$ cat src/rtl/slice_sub_pkg.sv
// Shared types and default sizing for the slice-serial subtractor.
// NSLICE is the number of clock cycles one subtraction spends in RUN.
package slice_sub_pkg;

    typedef enum logic [1:0] {
        IDLE = 2'd0,
        RUN  = 2'd1,
        DONE = 2'd2
    } state_e;

    localparam int DEF_WIDTH = 16;
    localparam int DEF_SLICE = 4;
    localparam int NSLICE    = DEF_WIDTH / DEF_SLICE;

endpackage

$ cat src/rtl/slice_sub4.sv
// Combinational SLICE-bit subtract slice: a full-adder ripple with b inverted.
// Borrow is carried internally as its complement (carry = ~borrow).
module slice_sub4 #(
    parameter int SLICE = 4
) (
    input  logic [SLICE-1:0] a_s,
    input  logic [SLICE-1:0] b_s,
    input  logic             bin_s,
    output logic [SLICE-1:0] d_s,
    output logic             bout_s
);

    logic [SLICE:0]   c;
    logic [SLICE-1:0] bn;

    assign c[0] = ~bin_s;

    for (genvar i = 0; i < SLICE; i++) begin : g_fa
        assign bn[i]  = ~b_s[i];
        assign d_s[i] = a_s[i] ^ bn[i] ^ c[i];
        assign c[i+1] = (a_s[i] & bn[i]) | (c[i] & (a_s[i] ^ bn[i]));
    end

    assign bout_s = ~c[SLICE];

endmodule

$ cat src/rtl/slice_serial_sub16.sv
// Multi-cycle subtractor d = a - b - bin, one SLICE-bit slice per clock, LSB first.
// Define SLICE_SUB_OVF_EN to add the signed-overflow output ovf.
//
// state | meaning
// IDLE  | in_ready high, waiting for in_valid to capture operands
// RUN   | one slice per cycle at index cnt, borrow registered between slices
// DONE  | out_valid high, d/bout held until out_ready
module slice_serial_sub16
    import slice_sub_pkg::*;
#(
    parameter int WIDTH = DEF_WIDTH,
    parameter int SLICE = DEF_SLICE
) (
    input  logic             clk,
    input  logic             rst_n,
    input  logic             in_valid,
    output logic             in_ready,
    input  logic [WIDTH-1:0] a,
    input  logic [WIDTH-1:0] b,
    input  logic             bin,
    output logic             out_valid,
    input  logic             out_ready,
    output logic [WIDTH-1:0] d,
    output logic             bout
`ifdef SLICE_SUB_OVF_EN
    ,
    output logic             ovf
`endif
);

    localparam int N_SL  = WIDTH / SLICE;
    localparam int CNT_W = (N_SL > 1) ? $clog2(N_SL) : 1;
    localparam logic [CNT_W-1:0] LAST_CNT = CNT_W'(N_SL - 1);

    localparam logic [1:0] ST_IDLE = IDLE;
    localparam logic [1:0] ST_RUN  = RUN;
    localparam logic [1:0] ST_DONE = DONE;

    logic [1:0]       state_q, state_d;
    logic [CNT_W-1:0] cnt_q, cnt_d;
    logic [WIDTH-1:0] a_q, a_d;
    logic [WIDTH-1:0] b_q, b_d;
    logic             borrow_q, borrow_d;
    logic [WIDTH-1:0] d_q, d_d;
    logic             bout_q, bout_d;
    logic             ovf_q, ovf_d;

    logic [SLICE-1:0] a_s, b_s, d_s;
    logic             bout_s;

    assign a_s = a_q[cnt_q*SLICE +: SLICE];
    assign b_s = b_q[cnt_q*SLICE +: SLICE];

    slice_sub4 #(
        .SLICE (SLICE)
    ) u_slice (
        .a_s    (a_s),
        .b_s    (b_s),
        .bin_s  (borrow_q),
        .d_s    (d_s),
        .bout_s (bout_s)
    );

    always_comb begin
        state_d  = state_q;
        cnt_d    = cnt_q;
        a_d      = a_q;
        b_d      = b_q;
        borrow_d = borrow_q;
        d_d      = d_q;
        bout_d   = bout_q;
        ovf_d    = ovf_q;
        case (state_q)
            ST_IDLE: begin
                if (in_valid) begin
                    a_d      = a;
                    b_d      = b;
                    borrow_d = bin;
                    cnt_d    = '0;
                    state_d  = ST_RUN;
                end
            end
            ST_RUN: begin
                d_d[cnt_q*SLICE +: SLICE] = d_s;
                borrow_d = bout_s;
                if (cnt_q == LAST_CNT) begin
                    // counter parks on the last slice rather than wrapping
                    bout_d  = bout_s;
                    ovf_d   = (a_q[WIDTH-1] != b_q[WIDTH-1]) && (d_s[SLICE-1] != a_q[WIDTH-1]);
                    state_d = ST_DONE;
                end else begin
                    cnt_d = cnt_q + CNT_W'(1);
                end
            end
            ST_DONE: begin
                if (out_ready) begin
                    state_d = ST_IDLE;
                end
            end
            default: state_d = ST_IDLE;
        endcase
    end

    always_ff @(posedge clk or negedge rst_n) begin
        if (!rst_n) begin
            state_q  <= ST_IDLE;
            cnt_q    <= '0;
            a_q      <= '0;
            b_q      <= '0;
            borrow_q <= 1'b0;
            d_q      <= '0;
            bout_q   <= 1'b0;
            ovf_q    <= 1'b0;
        end else begin
            state_q  <= state_d;
            cnt_q    <= cnt_d;
            a_q      <= a_d;
            b_q      <= b_d;
            borrow_q <= borrow_d;
            d_q      <= d_d;
            bout_q   <= bout_d;
            ovf_q    <= ovf_d;
        end
    end

    assign in_ready  = (state_q == ST_IDLE);
    assign out_valid = (state_q == ST_DONE);
    assign d         = d_q;
    assign bout      = bout_q;

`ifdef SLICE_SUB_OVF_EN
    assign ovf = ovf_q;
`else
    logic ovf_unused;
    assign ovf_unused = ovf_q;
`endif

endmodule
$ cat config.mk
export PLATFORM = sky130hd
export DESIGN_NAME = slice_serial_sub16
export DESIGN_NICKNAME = d
export VERILOG_FILES = /design/src/rtl/slice_sub_pkg.sv /design/src/rtl/slice_sub4.sv /design/src/rtl/slice_serial_sub16.sv
export SDC_FILE = /design/constraint.sdc
export NUM_CORES = 1
export LEC_CHECK = 0
export CAP_MARGIN = 30
export CORE_UTILIZATION = 30
export CTS_CLUSTER_SIZE = 8
export DETAILED_ROUTE_END_ITERATION = 6
export GPL_TIMING_DRIVEN = 1
export PLACE_DENSITY = 0.49
export REMOVE_ABC_BUFFERS = 1
export SLEW_MARGIN = 20
export SYNTH_ARGS = -nofsm -noshare
export SYNTH_HDL_FRONTEND = slang
export SYNTH_SLANG_ARGS = --single-unit
$ cat constraint.sdc
create_clock -name clk -period 5.4 [get_ports clk]
set_input_delay 1.08 -clock clk [delete_from_list [all_inputs] [get_ports clk]]
set_output_delay 1.08 -clock clk [all_outputs]
set_load 0.005 [all_outputs]
==> impl_metrics.json, run 1 <==
{
  "worstMarginPinSlew_ps": 711,
  "crit_fanout": 13,
  "synthTopCellsByCount": "54 x dfrtp_1, 43 x mux2_2, 11 x inv_1",
  "maxCapViolations": 0,
  "synth_cells": 184,
  "synth_area_mm2": 0.00273,
  "cts_tree": "done",
  "max_stage_delay_ps": 660,
  "area_delta_synth_final_pct": 25.9,
  "synth_edf_count": 0,
  "core-area_mm2": 0.00876,
  "die-width_um": 97.4,
  "fp.dieH_um": 97.4,
  "numCtsBuffers": 5,
  "num_rows": 34,
  "clk_pin_slew_ps": 100,
  "diodes": 0,
  "dr.pass1.iters": 3,
  "cp.required_ps": 5600,
  "drt-initial-drc-count": 23,
  "path_buf_inv": 2,
  "setup-tns-final_ps": 0,
  "start_util": 0.311,
  "setup_violations": 0,
  "root_buffer": "clkbuf_8",
  "ioPinCount": 56,
  "startpoint_type": "flop",
  "avgRoutedWirePerCell_um": 15.7,
  "postCtsHoldBufs": 0,
  "h-tree-depth": 2,
  "top_layer": "met4",
  "ir_worst_vdd_uv": 236,
  "worstSkewPairLatency_ps": 310,
  "wl_met2_um": 2510,
  "gp_congestion": 0.697,
  "place_ws_ps": 2110,
  "hold_viol": 0,
  "cpMaxStageDelayCell": "dfrtp_1",
  "synth-async-reset-ratio": 1.00,
  "fin_nets": 284,
  "ys_types": 34,
  "clock_path_buffers": 2,
  "vias_per_cell": 4.81,
  "hpwl_um": 3820,
  "ys_seq_elements": 54,
  "critical_path.cell_chain": "mux4_1 -> fa_1 -> inv_1 -> fa_1 -> inv_1 -> fa_1 -> fa_1 -> and4bb_2 -> mux2_2",
  "grt_pass1_vias": 1740,
  "placed_cells": 338,
  "dieArea_mm2": 0.00948,
  "drc": 0,
  "arrival_ps": 3490,
  "path_common_cell": "fa_1",
  "finalWirelength_um": 5420,
  "p_total_w": 0.00201,
  "ant_nets": 0,
  "io_buffers": 55,
  "finalCritPeriodShare": 0.608,
  "min_path_type": "reg -> reg",
  "drive_above_1_share": 0.298,
  "clock-sinks": 54,
  "fmax_ghz": 0.304,
  "cpLargestDelayFamily": "adder cells",
  "grt.total_usage": 0.125,
  "relSlewSlack": 0.526,
  "met1_length_um": 2600,
  "worstSetupEndpointType": "flop",
  "synth_top_cell_area_share": 0.495,
  "p_leak_nw": 1.46,
  "skew_ps": 6.81,
  "rsz0062_at_grt": "false",
  "utilization": 0.392,
  "status": "finished clean",
  "cts_resized": 0,
  "seq_area_frac_synth": 0.495,
  "grt_pass1_wl_um": 9310,
  "post-cts-setup-buffer-count": 0,
  "power.density_mw_per_mm2": 585,
  "vias": 1665,
  "synthFlopType": "dfrtp_1",
  "synth.most_common_cell": "dfrtp_1",
  "syn-mean-instance-area_um2": 14.8,
  "crit_type": "reg -> reg",
  "yosysWarnings": 0,
  "grt_max_degree": 55,
  "min_period_ps": 3290,
  "yosysTopAreaCell": "dfrtp_1",
  "antenna_found_initial": 0,
  "grt-ovfl-total": 0,
  "route.met3.wl_um": 242,
  "synth.area.top_cells": "dfrtp_1 50%, mux2_2 18%, mux4_2 5.0%",
  "fin_ws_ps": 2110,
  "slew_violations": 0,
  "instances_no_fill": 346
}
-- area by class of cell --
type / count / area, um^2
multi-input combinational: 107 / 1240
timing repair buffer: 58 / 568
fill: 869 / 5330
clock buffer: 6 / 82.6
sequential: 54 / 1350
tap: 108 / 135
clock inverter: 2 / 17.5
inverter: 11 / 41.3
-- layout by cell type, fill, tap and decap left out, types with 2 or more instances in the layout --
master | Yosys | final
and3b_1 | 3 | 3
and4b_1 | 3 | 3
and4bb_2 | 6 | 6
buf_4 | 0 | 3
clkbuf_8 | 0 | 6
clkdlybuf4s50_1 | 0 | 54
clkinv_4 | 0 | 2
dfrtp_1 | 54 | 54
fa_1 | 4 | 4
ha_1 | 6 | 6
inv_1 | 11 | 11
mux2_1 | 2 | 2
mux2_2 | 43 | 43
mux4_1 | 2 | 2
mux4_2 | 6 | 6
nand2b_1 | 4 | 4
nand3_1 | 2 | 2
nand3b_1 | 3 | 3
nand4b_1 | 3 | 3
nor4b_1 | 3 | 3
o221ai_1 | 2 | 2
o2bb2ai_1 | 3 | 3
-- where the power goes --
group / internal (W) / switching (W) / total, W
Combinational: 0.000589 / 0.000468 / 0.00106
Sequential: 0.000579 / 0.000129 / 0.000709
Clock: 0.000106 / 0.000137 / 0.000243
-- worst reg2reg max path: cells and delay by family, from the launching register on --
family	cells	cell delay, ps
fa+ha+maj	4	1480
buf+inv	2	130
flops	1	660
mux	2	650
simple gates	1	250
-- registers in the layout, indices dropped and copies added (netlist names) --
register and count:
b_q 16, d 16, a_q 16, borrow_q 1
cnt_q 2, bout 1, state_q 2
-- logic make-up after synthesis --
logic type | Yosys count | synth area share
buffers and inverters | 23 | 0.0505
and+or+nand+nor | 34 | 0.112
adders and majority gates | 10 | 0.0569
AOI/OAI and AO/OA | 9 | 0.0271
DFF | 54 | 0.495
muxes | 54 | 0.258
-- worst paths after layout --
kind	from	to	slack, ps	depth (start not counted)
worst min register to register	d[3]	d[3]	510	1
worst max register to register	cnt_q[1]	d[11]	2110	9
worst min-delay path	d[3]	d[3]	510	1
min in group asynchronous	rst_n	state_q[1]	870	2
max in group asynchronous	rst_n	bout	4030	2
worst max-delay path	cnt_q[1]	d[11]	2110	9
-- layer usage --
| layer | GRT usage | vias up |
|---|---|---|
| met3 | 0.0295 | 7 |
| met1 | 0.173 | 832 |
| met4 | 0.0407 | 0 |
| met2 | 0.194 | 41 |
| li1 | - | 785 |
| met5 | 0 | - |
-- stage by stage --
stage / hold WS (ps) / instance area, um^2
CTS: 509 / 3430
floorplan: 453 / 2630
global route: 514 / 3430
finish: 508 / 3430
global placement: 479 / 3330
detailed placement: 480 / 3330
(Power assumes the default switching activity.)
==> run 2: changes to the inputs <==
--- a/config.mk
+++ b/config.mk
@@ -10,7 +10,7 @@
 export CTS_CLUSTER_SIZE = 8
 export DETAILED_ROUTE_END_ITERATION = 6
 export GPL_TIMING_DRIVEN = 1
-export PLACE_DENSITY = 0.49
+export PLACE_DENSITY = 0.5
 export REMOVE_ABC_BUFFERS = 1
 export SLEW_MARGIN = 20
 export SYNTH_ARGS = -nofsm -noshare
==> constraint.sdc (replaced) <==
create_clock -name clk -period 2.8 [get_ports clk]
set_input_delay 0.56 -clock clk [delete_from_list [all_inputs] [get_ports clk]]
set_output_delay 0.56 -clock clk [all_outputs]
set_load 0.005 [all_outputs]
==> impl_metrics.json, run 2 (synthesis gave the netlist of run 1 again) <==
{
  "status": "finished, violations left",
  "violations": "setup timing",
  "fin_nets": 290,
  "power.density_mw_per_mm2": 1200,
  "pwr-share-clk": 0.135,
  "maxCapViolations": 0,
  "postCtsHoldBufs": 0,
  "cpLargestDelayFamily": "adder cells",
  "grt_pass1_vias": 1815,
  "finalCritPeriodShare": 1.06,
  "drc": 0,
  "reg2reg_slack_ps": -160,
  "p_sw_frac": 0.354,
  "grt_max_degree": 33,
  "grt.total_usage": 0.124,
  "slew_violations": 0,
  "avgRoutedWirePerCell_um": 15.7,
  "p_sw_w": 0.00150,
  "grt-ovfl-total": 0,
  "drt-initial-drc-count": 24,
  "grt_pass1_wl_um": 9300,
  "path_buf_inv": 4,
  "numCtsBuffers": 5,
  "place_ws_ps": -386,
  "r2r_cells": 11,
  "core-area_mm2": 0.00876,
  "crit_type": "reg -> reg",
  "fmax_ghz": 0.338,
  "hold_viol": 0,
  "path_common_cell": "fa_2",
  "vias": 1708,
  "clock_path_buffers": 2,
  "ioPinCount": 56,
  "io_buffers": 55,
  "hpwl_um": 3940,
  "worstReg2RegStart": "cnt_q[0]",
  "worstSetupEndpointType": "flop",
  "dr.pass1.iters": 4,
  "vias_per_cell": 4.85,
  "start_util": 0.311,
  "max_stage_delay_ps": 470,
  "utilization": 0.403,
  "min_path_type": "in -> async",
  "fin_ws_ps": -161,
  "crit_fanout": 4,
  "die-width_um": 97.4,
  "dieArea_mm2": 0.00948,
  "mostFrequentLayoutCells": "54 x dfrtp_1, 54 x clkdlybuf4s50_1, 41 x mux2_2",
  "cpMaxStageDelayCell": "fa_2",
  "clock-sinks": 54,
  "pwr-share-seq": 0.310,
  "cts_tree": "done",
  "num_rows": 34,
  "seq_area_mm2": 0.00135,
  "root_buffer": "clkbuf_8",
  "cp.required_ps": 3010,
  "drive_above_1_share": 0.348,
  "finalWirelength_um": 5520,
  "p_int_w": 0.00273,
  "p_leak_nw": 1.49,
  "multi_input_area_mm2": 0.00125,
  "skew_ps": 5.82,
  "relSlewSlack": 0.621,
  "rr_endpoint": "d[15]",
  "setup_violations": 3,
  "gp_congestion": 0.751,
  "h-tree-depth": 2,
  "clk_pin_slew_ps": 100,
  "worstSkewPairLatency_ps": 310,
  "p_total_w": 0.00423,
  "critical_path.cell_chain": "buf_6 -> mux4_2 -> inv_2 -> fa_2 -> inv_2 -> fa_2 -> inv_2 -> fa_2 -> fa_2 -> and4bb_2 -> mux2_4",
  "antenna_found_initial": 0,
  "ant_nets": 0,
  "startpoint_type": "flop",
  "area_delta_synth_final_pct": 29.6,
  "diodes": 0,
  "rsz0062_at_grt": "true",
  "holdWs_ps": 232,
  "min_period_ps": 2960,
  "p_comb_frac": 0.555,
  "worstMarginPinSlew_ps": 569,
  "fp.dieH_um": 97.4,
  "arrival_ps": 3170,
  "nFillCells": 861,
  "ir_worst_vdd_uv": 567
}
run 2: changes by cell type in the layout (fill, tap and decap cells not counted), moves of 2 or more:
cell / previous run / this run
mux2_4: 0 / 2
fa_2: 0 / 4
clkinv_4: 2 / 0
buf_4: 3 / 6
inv_1: 11 / 8
inv_2: 0 / 3
mux2_2: 43 / 41
fa_1: 4 / 0
buf_6: 0 / 2
run 2: repair_timing:
action                                  in CTS  in global routing
endpoints found under the setup margin       6                  7
pin swaps                                    3                  5
setup buffers                                0                  0
gates resized for setup                      8                  4
run 2: layout make-up:
| class | count | share of cell area |
|---|---|---|
| Sequential cell | 54 | 0.382 |
| Multi-Input combinational cell | 107 | 0.354 |
| Timing Repair Buffer | 64 | 0.179 |
| Tap cell | 108 | 0.0382 |
| Clock buffer | 6 | 0.0234 |
| Inverter | 11 | 0.0117 |
| Clock inverter | 2 | 0.0110 |
run 2: worst max path at each step:
stage | slack, ps | depth (start not counted) | endpoint | from
after global routing | -250 | 11 | d[11] | cnt_q[0]
after floorplan | -760 | 9 | d[15] | cnt_q[0]
final | -160 | 11 | d[15] | cnt_q[0]
after CTS | -250 | 11 | d[11] | cnt_q[0]
after global placement | -360 | 9 | d[11] | cnt_q[0]
after detailed placement | -390 | 9 | d[11] | cnt_q[0]
run 2: power groups by stage:
stage,registers [W],clock network [W],logic [W]
after CTS,0.00132,0.000586,0.00237
after global placement,0.00133,0,0.00227
final,0.00131,0.000570,0.00234
after global routing,0.00137,0.000611,0.00257
after detailed placement,0.00134,0,0.00228
after floorplan,0.00134,0,0.00137
run 2: metrics by stage:
| step | TNS (ps) | std cells | instance area [um^2] |
|---|---|---|---|
| 2_1_floorplan | -4760 | 172 | 2630 |
| 3_3_place_gp | -1140 | 344 | 3390 |
| 3_5_place_dp | -1270 | 344 | 3390 |
| 4_1_cts | -785 | 352 | 3520 |
| 5_1_grt | -833 | 352 | 3530 |
| 6_report | -435 | 352 | 3530 |
run 2: metal layers:
layer  wire length [um]  global-route usage  vias to the layer above  share of wire
met2               2570               0.200                       41           0.47
met5                  0                   0                        -              0
li1                   -                   -                      796              -
met4                 68              0.0362                        0          0.012
met1               2650               0.169                      861           0.48
met3                234              0.0259                       10          0.042
